`config.mk`:
```
export PLATFORM = sky130hd
export DESIGN_NAME = khazad_round_sequencer
export DESIGN_NICKNAME = d
export VERILOG_FILES = /design/src/rtl/khazad_pkg.sv /design/src/rtl/khazad_round_sequencer.sv
export SDC_FILE = /design/constraint.sdc
export NUM_CORES = 1
export LEC_CHECK = 0
export CORE_MARGIN = 2
export CORE_UTILIZATION = 46
export CTS_CLUSTER_DIAMETER = 30
export DETAILED_ROUTE_END_ITERATION = 8
export HOLD_SLACK_MARGIN = 0.15
export PLACE_DENSITY = 0.83
export SYNTH_ARGS = -nofsm -noshare
export SYNTH_HDL_FRONTEND = slang
export SYNTH_SLANG_ARGS = --single-unit
```
`constraint.sdc`:
```
create_clock -name CLK -period 2.4 [get_ports CLK]
set_input_delay 0.36 -clock CLK [delete_from_list [all_inputs] [get_ports CLK]]
set_output_delay 0.36 -clock CLK [all_outputs]
set_load 0.02 [all_outputs]
```
`src/rtl/khazad_pkg.sv`:
```
// khazad_pkg: shared KHAZAD constants and round-sequencer state encoding
package khazad_pkg;
  localparam int KHAZAD_ROUNDS = 8;
  localparam int KHAZAD_BLOCK_W = 64;
  localparam int KHAZAD_KEY_W = 128;
  typedef enum logic [2:0] {
    S_IDLE      = 3'd0,
    S_KEY_EXP   = 3'd1,
    S_DATA_INIT = 3'd2,
    S_ROUND     = 3'd3,
    S_LAST      = 3'd4,
    S_DONE      = 3'd5
  } state_t;
endpackage

```
`src/rtl/khazad_round_sequencer.sv`:
```
// khazad_round_sequencer: per-block control FSM for key expansion, rounds and CBC chaining
module khazad_round_sequencer
  import khazad_pkg::*;
#(
  parameter int NUM_ROUNDS = KHAZAD_ROUNDS,
  parameter int RK_ADDR_W = 4
) (
  input  logic                 CLK,
  input  logic                 RST,
  input  logic                 start,
  input  logic                 only_data,
  input  logic                 enc_dec_SEL,
  input  logic                 op_mode,
  input  logic                 first_block,
  output logic                 busy,
  output logic                 key_load,
  output logic                 ks_step,
  output logic                 rk_we,
  output logic [RK_ADDR_W-1:0] rk_waddr,
  output logic [RK_ADDR_W-1:0] rk_raddr,
  output logic                 theta_key,
  output logic                 data_load,
  output logic                 in_xor_en,
  output logic                 out_xor_en,
  output logic                 chain_sel_iv,
  output logic                 round_en,
  output logic                 last_round,
  output logic                 out_we,
  output logic                 chain_we,
  output logic                 finish
);
  localparam int RC_W = $clog2(NUM_ROUNDS + 1);
  localparam logic [RC_W-1:0] RC_N = RC_W'(NUM_ROUNDS);
  localparam logic [RC_W-1:0] RC_PRE_LAST = RC_W'(NUM_ROUNDS - 1);
  state_t r_state, w_next;
  logic [RC_W-1:0] r_rc;
  logic r_key_valid, r_enc, r_cbc, r_first;
  logic w_expand;
  // Decryption walks the round keys backwards.
  function automatic logic [RK_ADDR_W-1:0] rk_map(input logic enc, input logic [RC_W-1:0] rc);
    return enc ? RK_ADDR_W'(rc) : RK_ADDR_W'(NUM_ROUNDS - int'(rc));
  endfunction
  assign w_expand = !only_data || !r_key_valid;
  always_ff @(posedge CLK) begin
    if (RST) begin
      r_state <= S_IDLE;
      r_rc <= '0;
      r_key_valid <= 1'b0;
      r_enc <= 1'b0;
      r_cbc <= 1'b0;
      r_first <= 1'b0;
    end else begin
      r_state <= w_next;
      case (r_state)
        S_IDLE: if (start) begin
          r_enc <= enc_dec_SEL;
          r_cbc <= op_mode;
          r_first <= first_block;
          r_rc <= '0;
        end
        S_KEY_EXP: begin
          r_rc <= (r_rc == RC_N) ? RC_W'(1) : r_rc + 1'b1;
          if (r_rc == RC_N) r_key_valid <= 1'b1;
        end
        S_DATA_INIT: r_rc <= RC_W'(1);
        S_ROUND: r_rc <= r_rc + 1'b1;
        default: ;
      endcase
    end
  end
  always_comb begin
    w_next = r_state;
    key_load = 1'b0;
    ks_step = 1'b0;
    rk_we = 1'b0;
    rk_waddr = '0;
    rk_raddr = '0;
    theta_key = 1'b0;
    data_load = 1'b0;
    in_xor_en = 1'b0;
    out_xor_en = 1'b0;
    chain_sel_iv = 1'b0;
    round_en = 1'b0;
    last_round = 1'b0;
    out_we = 1'b0;
    chain_we = 1'b0;
    finish = 1'b0;
    busy = r_state != S_IDLE;
    case (r_state)
      S_IDLE: if (start) begin
        key_load = w_expand;
        w_next = w_expand ? S_KEY_EXP : S_DATA_INIT;
      end
      S_KEY_EXP: begin
        ks_step = 1'b1;
        rk_we = 1'b1;
        rk_waddr = RK_ADDR_W'(r_rc);
        w_next = (r_rc == RC_N) ? S_DATA_INIT : S_KEY_EXP;
      end
      S_DATA_INIT: begin
        data_load = 1'b1;
        rk_raddr = rk_map(r_enc, '0);
        in_xor_en = r_cbc && r_enc;
        chain_sel_iv = r_first;
        w_next = (NUM_ROUNDS == 1) ? S_LAST : S_ROUND;
      end
      S_ROUND: begin
        round_en = 1'b1;
        rk_raddr = rk_map(r_enc, r_rc);
        theta_key = !r_enc;
        w_next = (r_rc == RC_PRE_LAST) ? S_LAST : S_ROUND;
      end
      S_LAST: begin
        last_round = 1'b1;
        rk_raddr = rk_map(!r_enc, '0);
        w_next = S_DONE;
      end
      S_DONE: begin
        out_we = 1'b1;
        finish = 1'b1;
        out_xor_en = r_cbc && !r_enc;
        chain_sel_iv = r_first;
        chain_we = r_cbc;
        w_next = S_IDLE;
      end
      default: w_next = S_IDLE;
    endcase
  end
endmodule

```
Yosys cells after proc, flatten, opt, wreduce, memory -nomap -nowiden --
Cells that the tools add are included.
Cells by class: $add $sub $neg 2, $mul 0, div/mod/pow operators 0, order comparisons 0, equality and inequality tests 8, shift-type cells 0, muxes and demuxes 25, bitwise gates (word level) 0, reduce and logical (&&, ||, !) cells 13
Operators by type and width (count):
- 4-bit two-way mux | 6
- 4-bit one-hot mux with 4 select lines | 1
- 3-bit one-hot mux with 5 select lines | 1
- 1-bit two-way mux | 12
- 4-bit one-hot mux with 3 select lines | 1
- 3-bit by 2-bit == test with 1-bit output (second input constant) | 2
- 3-bit == test (second input constant) | 2
- 3-bit two-way mux | 2
- 2-bit AND reduction | 3
- 4-bit by 1-bit adder with 4-bit output (second input constant) | 1
- 4-bit by 3-bit == test with 1-bit output (second input constant) | 1
- 4-bit == test (second input constant) | 1
- 2-bit two-way mux | 2
- 4-bit nonzero test | 1
- 4-bit subtractor (first input constant) | 1
- 3-bit by 1-bit == test with 1-bit output (second input constant) | 1
- 1-bit zero test | 3
- 3-bit zero test | 1
- 3-bit nonzero test | 1
- 1-bit logical AND | 2
- 2-bit != test (second input constant) | 1
- 2-bit OR reduction | 1
- 1-bit logical OR | 1
Storage, ports and cells: bits in registers 11, latch bits 0, RAM bits 0, memory bits (read-only) 0, output and inout bits 22, word-level logic and storage cells 54, memories 0

Logic depth before layout (Yosys ltp) --
Gate-level depths: netlist of run 1.
word-level depth 5, gate-level depth with buffers 5

Least setup slack after synthesis of run 1 --
No wires, ideal clock.
path kind register to output, start register r_state[1], end output out_xor_en, arrival 1.491 ns, data required time 2.040 ns, slack 0.549 ns, stages on the path, launching flop included 5, buffers on the path 1, cell sequence dfxtp_1 buf_4 and3b_1 and2_1 nor2b_1
Between the ends: longest elaborated chain between the ends 2
Ends and longest elaborated chain:
- start: declaration | RTL line khazad_round_sequencer.sv:35 | state_t r_state, w_next;
- start signal: assignment | RTL line khazad_round_sequencer.sv:53 | r_state <= w_next;
- 3-bit == test | RTL line khazad_round_sequencer.sv:89 | case (r_state)
- 1-bit two-way mux | RTL line khazad_round_sequencer.sv:89
- end: declaration | RTL line khazad_round_sequencer.sv:24 | output logic out_xor_en,
Every way passes these cells.

Worst setup path after layout of run 1 --
start register r_state[1], end output in_xor_en
Between the ends: longest elaborated chain between the ends 2
Ends and longest elaborated chain:
- 3-bit by 2-bit == test with 1-bit output | RTL line khazad_round_sequencer.sv:89
- 1-bit two-way mux | RTL line khazad_round_sequencer.sv:89
- end: declaration | RTL line khazad_round_sequencer.sv:23 | output logic in_xor_en,
Every way passes these cells.

==> results.md, run 1 <==
- Ant diodes: 0
- First-pass GRT wire length: ~3 mm
- Crit path max-delay cell type: clkdlybuf4s50_1
- Worst Path Required: around 2 ns
- Layout cells sized above 1: 0.113
- Post-synth EDFFs: 0
- Clock transition at path regs: about 0.070 ns
- Async set-reset flop share out of synthesis: 0
- Yosys warnings: 0
- Slew Limit Headroom: 0.766
- Syn_nets: 105
- Post-CTS setup buffer count: 0
- Critical path, cell by cell: nor2b_2 > and2b_1 > and3_1 > clkdlybuf4s50_1
- CTS tree: built
- CP Max Fanout: 6
- WHS: 0.458 ns
- Setup TNS: 0 ns
- FF+latch count, synth: 11
- Post-layout min period: 2.26 ns
- DRC: 0
- Max Freq: approximately 440 MHz
- Crit path largest cell delay: roughly 0.60 ns
- Worst path top cell family by delay: buffers and inverters
- Largest net degree at the start of global routing: 13
- Leak: ~0.42 nW
- Core area: approximately 0.0015 mm^2
- Via density: 5.51
- Final period util: 0.942
- Final number of hold-violating endpoints: 0
- Initial drt markers: 9
- CP Capture Type: output pin
- MaxCap Viol Count: 0
- CP Launch Type: register
- Final ANT Viol Nets: 0
- Worst skew pair latency: around 0.27 ns
- WL/cell: about 13 um
- Die ar.: between 0.002 and 0.0025 mm^2
- Top FF cell, synth: dfxtp_1
- # IOs: 29
- Drt first pass iters: 4
- Pre-CTS WS: between 0.15 and 0.2 ns
- Pins over their slew limit: 0
- Hold-fix buffers, CTS: 0
- Initial antenna violation count: 0
- Resized cells post-CTS: 0
- Final estimated routing congestion in global placement: 0.746
- # fillers: ~120
- Standard-cell rows: 14
- Area Overhead vs Synth: 40.2%
- Register area: about 220 um^2
- Final Net Count: about 130
- R2r setup slk: between 0.9 and 1 ns
- RSZ-0062 raised after global routing: no
- Grt ovf: 0
- Layout Skew: ~0.0046 ns
- Final-report setup violation count: 0
- Starting Density: 0.506
- Clk sinks: 11
- Placed Area: 0.00106 mm^2
- Max Root-Sink Buffers: 2
- Leading cell types in the layout, fill and taps excluded: 28 x clkdlybuf4s50_1, 12 x nor2_1, 10 x dfxtp_1
- Synthesized area: approximately 800 um^2
- VDD IR-drop max: 284 uV
- Routed WL: 1.77 mm
- Final worst slack: ~0.14 ns
- Critical Path AT: 1.90 ns
- Slew @ Worst Pin: about 0.35 ns
- Area of the multi-input gates: 502 um^2
- Leading cell type in the layout, fill and taps excluded: clkdlybuf4s50_1
- Hold Path Class: register to register
- H-tree depth: 1
- Clock root buffer: clkbuf_4
- Setup CP Type: register to output pin
- Syn Area/Cell: between 8 and 9 um^2
- Worst Path Buf+Inv: 1
- Status: completed
- Port Buffers: 28
- Vias in the first global route: between 600 and 700
- Utilization after layout: 0.710
- Final instance area: 0.00109 mm^2
- DP Wirelength: around 1.4 mm
- Total GRT Usage: 0.203
- Pwr dens: 384 mW/mm^2
- Distinct cells, synth: 39
- Sequential area share after synthesis: 0.282
- Syn Inst Count: 96
- Die Width: between 40 and 50 um
- CTS Buf Count: 3
- Routed via count: around 770
- Die height: around 45 um
[state kept, by name, summed over array words and instances (netlist names)]
register,count
r_enc,1
r_state,3
r_rc,4
r_key_valid,1
r_first,1
r_cbc,1
[through the flow]
| step | power (W) | std cells |
|---|---|---|
| after floorplan | 0.000259 | 96 |
| after global placement | 0.000290 | 136 |
| after detailed placement | 0.000292 | 136 |
| after CTS | 0.000421 | 140 |
| after global routing | 0.000437 | 140 |
| final | 0.000421 | 140 |
[worst paths after layout]
check	cells past startpoint	endpoint	start
max	4	in_xor_en	r_state[1]
min	2	r_key_valid	r_key_valid
max reg2reg	4	r_rc[3]	r_state[0]
min reg2reg	2	r_key_valid	r_key_valid
[metal layers]
| metal | GRT usage | up-vias | wire [um] |
|---|---|---|---|
| met5 | 0 | - | 0 |
| met4 | 0.106 | 0 | 27 |
| met3 | 0.0360 | 4 | 105 |
| met2 | 0.329 | 27 | 803 |
| met1 | 0.254 | 344 | 837 |
| li1 | - | 397 | - |
[where the power goes]
| group | internal (W) | total [W] | switching, W |
|---|---|---|---|
| sequential | 0.000190 | 0.000200 | 0.0000100 |
| clock | 0.0000645 | 0.000132 | 0.0000680 |
| combinational | 0.0000463 | 0.0000885 | 0.0000422 |
[cells in the mapped netlist, types with 2 or more instances]
master / n / area (um^2)
nor2b_1: 2 / 12.5
nor3b_2: 2 / 25.0
dfxtp_1: 11 / 220
o21ai_0: 6 / 30.0
buf_4: 4 / 30.0
clkbuf_1: 2 / 7.51
nand3_1: 2 / 10.0
nand2_1: 3 / 11.3
nand3b_1: 3 / 22.5
and3b_1: 2 / 17.5
a21oi_1: 2 / 10.0
ha_1: 2 / 25.0
nor2_1: 12 / 45.0
inv_1: 4 / 15.0
mux2i_1: 4 / 40.0
and2_1: 6 / 37.5
a31oi_1: 6 / 37.5
xnor2_1: 2 / 17.5
[worst min-delay path, cell delays in order (launching register included)]
cell	delay, ns
dfxtp_1	0.32
inv_1	0.05
a21oi_1	0.05
[cells by family (layout without fill, tap and decap cells)]
kind of cell / after synthesis / after routing / share of synthesized area
xor gates and xnor gates: 2 / 2 / 0.0224
buffers and inverters: 12 / 40 / 0.0785
DFF: 11 / 11 / 0.282
and+or+nand+nor: 46 / 46 / 0.385
adders and majority gates: 2 / 2 / 0.0320
AOI/OAI and AO/OA: 19 / 19 / 0.149
muxes: 4 / 4 / 0.0513
[area by class of cell]
cell class	instances	area share
tap	16	0.0183
sequential	11	0.202
inverter	4	0.0137
clock buffer	4	0.0240
multi-input combinational	73	0.458
timing repair buffer	32	0.283
No activity file was read; power rests on OpenSTA's default activity.
==> run 2: changes to the inputs <==
--- a/config.mk
+++ b/config.mk
@@ -7,9 +7,9 @@
 export LEC_CHECK = 0
 export CORE_MARGIN = 2
-export CORE_UTILIZATION = 46
+export CORE_UTILIZATION = 34
 export CTS_CLUSTER_DIAMETER = 30
 export DETAILED_ROUTE_END_ITERATION = 8
 export HOLD_SLACK_MARGIN = 0.15
-export PLACE_DENSITY = 0.83
+export PLACE_DENSITY = 0.64
 export SYNTH_ARGS = -nofsm -noshare
 export SYNTH_HDL_FRONTEND = slang
==> constraint.sdc (replaced) <==
create_clock -name CLK -period 2.4 [get_ports CLK]
set_input_delay 0.6 -clock CLK [delete_from_list [all_inputs] [get_ports CLK]]
set_output_delay 0.6 -clock CLK [all_outputs]
set_load 0.02 [all_outputs]
==> run 2 against run 1 <==
Net effect:
- non-clock buffer count grew 6
- clock power hardly changed
- first-iteration DRC count stayed put
- final cell count increased by 13%
- sequential power is essentially flat
- register-to-register slack worse by 0.05 ns
- via count rose by 1.7%
- worst hold slack lost 0.0073 ns
- highest routed layer unchanged
- clock skew up 0.0040 ns
==> results.md, run 2 (synthesized netlist as in run 1, its figures left out) <==
- CP Launch Type: primary input
- Slew Limit Headroom: 0.758
- H-tree depth: 1
- Worst Path Required: about 1.8 ns
- Largest net degree at the start of global routing: 12
- Setup CP Type: primary input to output pin
- CTS tree: built
- Area Overhead vs Synth: 48.7%
- Initial drt markers: 9
- Pins over their slew limit: 0
- Core area: between 0.002 and 0.0025 mm^2
- Starting Density: 0.356
- Logic gate share of total power: 0.220
- Die Width: about 52 um
- Post-CTS setup buffer count: 0
- Net Sw Frac: 0.290
- Final number of hold-violating endpoints: 0
- Sequential power share: 0.471
- Post-layout min period: roughly 2.3 ns
- Routed via count: between 700 and 800
- Routed WL: approximately 1.9 mm
- R2r setup slk: between 0.9 and 1 ns
- Biggest register: r_rc
- WL/cell: around 12 um
- Utilization after layout: 0.530
- Slew @ Worst Pin: about 0.36 ns
- Die ar.: between 0.002 and 0.003 mm^2
- Top Registers: r_rc x4, r_state x3
- Final instance area: roughly 0.0012 mm^2
- # fillers: 229
- Status: completed
- Critical Path AT: ~1.7 ns
- RSZ-0062 raised after global routing: no
- Pwr dens: between 300 and 400 mW/mm^2
- Switching pwr: between 0.0001 and 0.00015 W
- Port Buffers: 28
- DRC: 0
- Clock Power Share: 0.309
- VDD IR-drop max: around 280 uV
- Setup TNS: 0 ns
- Layout Skew: roughly 0.0087 ns
- Final estimated routing congestion in global placement: around 0.74
- Met2 WL post-DR: about 920 um
- Leading cell type in the layout, fill and taps excluded: clkdlybuf4s50_1
- Final ANT Viol Nets: 0
- Standard-cell rows: 17
- Hold Path Class: register to register
- Worst skew pair latency: between 0.2 and 0.3 ns
- CP Capture Type: output pin
- Max reg flops: 4
- Clock transition at path regs: about 0.080 ns
- First-pass GRT wire length: roughly 3.3 mm
- CTS Buf Count: 3
- Total GRT Usage: 0.163
- Final period util: 0.975
- Max Freq: approximately 430 MHz
- Initial antenna violation count: 0
- Vias in the first global route: 762
- Max Root-Sink Buffers: 2
- CP Max Fanout: 2
- Leak: 0.577 nW
- Met3 WL: 48 um
- Via density: around 5.0
- DP Wirelength: ~1.5 mm
- Grt ovf: 0
- Final Net Count: 140
- # IOs: 29
- Clk sinks: 11
- Final-report setup violation count: 0
- Highest Signal Layer: met4
- Met1 Routed Length: 908 um
- Ant diodes: 0
- Internal power: between 0.0002 and 0.0003 W
- Drt first pass iters: 4
- Layout cells sized above 1: 0.169
- Placed Area: roughly 0.0011 mm^2
- Clock root buffer: clkbuf_4
- MaxCap Viol Count: 0
- WHS: about 0.45 ns
- Leading cell types in the layout, fill and taps excluded: 13 x clkdlybuf4s50_1, 12 x nor2_1, 10 x dlygate4sd2_1, 10 x buf_4, 9 x dfxtp_1
- Die height: between 50 and 60 um
- Hold-fix buffers, CTS: 0
-- run 2: cell type report --
class | instances | area, um^2 | area share
sequential | 11 | 223 | 0.192
clock buffer | 3 | 22.5 | 0.0194
multi-input combinational | 73 | 508 | 0.438
tap | 28 | 35.0 | 0.0302
clock inverter | 1 | 5.00 | 0.00431
timing repair buffer | 38 | 353 | 0.304
inverter | 4 | 15.0 | 0.0129
-- run 2: power groups by stage --
stage	logic [W]	clock network, W	registers (W)
CTS	0.0000933	0.000134	0.000198
finish	0.0000924	0.000130	0.000198
global placement	0.0000925	0	0.000202
global route	0.000102	0.000142	0.000200
floorplan	0.0000601	0	0.000199
detailed placement	0.0000943	0	0.000202
-- run 2: critical path, cell delays in order --
cell and delay (ns):
clkdlybuf4s50_1 0.48, nor4b_4 0.21, and2_1 0.15, clkdlybuf4s15_1 0.29
-- run 2: metal layers --
| layer | global-route usage | up-vias |
|---|---|---|
| li1 | - | 406 |
| met1 | 0.208 | 364 |
| met2 | 0.264 | 13 |
| met3 | 0.0259 | 2 |
| met4 | 0.0789 | 0 |
| met5 | 0 | - |
-- run 2: worst paths after layout --
kind | start | to | cells after the start
max | start | key_load | 4
max reg2reg | r_state[1] | r_state[0] | 5
min | r_key_valid | r_key_valid | 2
min reg2reg | r_key_valid | r_key_valid | 2
-- run 2: metrics by stage --
step	setup WS [ns]	instances	total power (W)
final	0.0595	158	0.000421
after global routing	0.00123	158	0.000444
after CTS	0.0117	158	0.000425
after detailed placement	-0.246	154	0.000297
after global placement	-0.218	154	0.000295
after floorplan	0.309	96	0.000259
-- run 2: what timing repair did --
item | 4_1_cts | 5_1_grt
setup endpoints to repair | 18 | 5
cloned | 0 | 0
gates resized for setup | 15 | 5
hold endpoints to repair | 0 | 0
==> run 3: changes to the inputs <==
Settings changed: PLACE_DENSITY 0.64 to 0.67.
Clock period 2.4 ns to 2.1 ns, I/O delays scaled along.
==> run 3 against run 2 <==
Net effect:
- flip-flop and latch count stayed put
- design area increased by 0.97%
- die area unchanged
- clock-buffer cell count is the same
- clock power rose by 12%
- sequential power rose by 15%
- clock skew shrank 0.0041 ns
- worst hold slack better by 0.0026 ns
- register-to-register slack got worse by 0.34 ns
==> results.md, run 3 (synthesized netlist as in run 1, its figures left out) <==
- Leading cell types in the layout, fill and taps excluded: 17 x buf_4, 12 x nor2_1, 12 x dlygate4sd2_1, 8 x dfxtp_1
- Routed via count: between 800 and 900
- Area Overhead vs Synth: 50.2%
- Vias in the first global route: between 700 and 800
- H-tree depth: 1
- Ant diodes: 0
- Worst Path Required: approximately 1.6 ns
- Grt ovf: 0
- Setup CP Type: primary input to output pin
- Initial drt markers: 14
- Pre-CTS WS: -0.388 ns
- Pins over their slew limit: 0
- Core area: 0.00219 mm^2
- Final-report setup violation count: 0
- Die Width: ~52 um
- Hold Path Cell Cnt: 2
- Total GRT Usage: 0.158
- Leading cell type in the layout, fill and taps excluded: buf_4
- Hold Path Sink: r_key_valid
- Sequential power share: 0.466
- Initial antenna violation count: 0
- Hold Path Class: register to register
- Starting Density: 0.356
- First-pass GRT wire length: between 3 and 4 mm
- Max Root-Sink Buffers: 2
- Standard-cell rows: 17
- Pwr dens: 414 mW/mm^2
- Clock Power Share: 0.298
- Final estimated routing congestion in global placement: between 0.8 and 0.9
- Status: completed
- CP Capture Type: output pin
- Final worst slack: just over 0.06 ns
- Final instance area: around 0.0012 mm^2
- Die ar.: roughly 0.0027 mm^2
- Slew @ Worst Pin: 0.299 ns
- Layout cells sized above 1: 0.263
- Leak: 0.555 nW
- Placed Area: approximately 0.0012 mm^2
- Worst skew pair latency: about 0.26 ns
- CTS Buf Count: 3
- Post-layout min period: slightly above 2 ns
- VDD IR-drop max: between 300 and 400 uV
- WHS: around 0.45 ns
- Final ANT Viol Nets: 0
- Clk sinks: 11
- Final period util: 0.971
- Layout Skew: approximately 0.0046 ns
- Final Net Count: roughly 150
- Slew Limit Headroom: 0.799
- CP Max Fanout: 2
- Via density: around 5.0
- Largest net degree at the start of global routing: 11
- MaxCap Viol Count: 0
- Critical path origin: start
- Clock root buffer: clkbuf_4
- Routed WL: between 1.5 and 2 mm
- Port Buffers: 28
- Hold-fix buffers, CTS: 0
- Max Freq: roughly 490 MHz
- DP Wirelength: between 1.5 and 2 mm
- Worst reg-to-reg path cell count: 5
- Endpoint of the worst register-to-register path: r_state[2]
- WL/cell: between 10 and 15 um
- Drt first pass iters: 4
- Final number of hold-violating endpoints: 0
- Net Sw Frac: 0.283
- Critical Path AT: ~1.5 ns
- R2r setup slk: 0.59 ns
- Hold wc startpoint: r_key_valid
- CTS tree: built
- Internal power: between 0.0003 and 0.0004 W
- CP Launch Type: primary input
- DRC: 0
- Clock transition at path regs: approximately 0.07 ns
- # IOs: 29
- Logic gate share of total power: 0.235
- Top Registers: r_rc x4, r_state x3
- Switching pwr: between 0.0001 and 0.00015 W
- Max reg flops: 4
- Biggest register: r_rc
- Reg2Reg Launch Point: r_state[2]
- Die height: roughly 52 um
## run 3: cell types whose count changed in the layout (fill, tap and decap cells not counted), moves of 2 or more
| cell | before | now |
|---|---|---|
| clkdlybuf4s50_1 | 13 | 6 |
| dlygate4sd2_1 | 10 | 12 |
| buf_4 | 10 | 17 |
| clkdlybuf4s15_1 | 1 | 4 |
| dlymetal6s2s_1 | 4 | 0 |
| clkbuf_2 | 0 | 5 |
## run 3: final cells by class
type	count	area, um^2
Multi-Input combinational cell	73	508
Inverter	4	15.0
Clock inverter	1	5.00
Clock buffer	3	22.5
Fill cell	223	1020
Sequential cell	11	224
Tap cell	28	35.0
Timing Repair Buffer	45	363
## run 3: per-layer routing
| metal | track usage | vias up | wire length (um) |
|---|---|---|---|
| met2 | 0.272 | 22 | 910 |
| li1 | - | 418 | - |
| met1 | 0.197 | 386 | 891 |
| met3 | 0.0172 | 2 | 79 |
| met5 | 0 | - | 0 |
| met4 | 0.0658 | 0 | 27 |
## run 3: repair_timing
item / in CTS / in global routing
setup endpoints to repair: 21 / 11
buffers inserted: 0 / 1
gates resized for setup: 29 / 15
cloned: 0 / 0
## run 3: critical path, stage by stage
cell	delay, ns
clkdlybuf4s50_1	0.48
nor4b_4	0.20
and2_1	0.15
buf_2	0.15
## run 3: worst max path at each step
stage                       end  slack (ns)  cells past startpoint
finish                 key_load        0.06                      4
global route           key_load      -0.004                      4
CTS                 rk_raddr[2]        0.04                      6
detailed placement     key_load       -0.39                      4
global placement       key_load       -0.36                      4
floorplan            out_xor_en        0.08                      4
## run 3: power by group through the flow
stage / logic, W / clock network (W) / registers [W]
3_3_place_gp: 0.000115 / 0 / 0.000230
6_report: 0.000114 / 0.000145 / 0.000227
5_1_grt: 0.000126 / 0.000164 / 0.000228
2_1_floorplan: 0.0000687 / 0 / 0.000228
3_5_place_dp: 0.000117 / 0 / 0.000230
4_1_cts: 0.000113 / 0.000146 / 0.000226
## run 3: stage by stage
stage,std cells,TNS [ns],util,total power [W]
floorplan,96,0,-,0.000296
global placement,160,-0.364,0.534,0.000345
detailed placement,160,-0.388,0.534,0.000347
CTS,164,0,0.537,0.000486
global route,165,-0.00373,0.535,0.000518
finish,165,0,0.535,0.000486
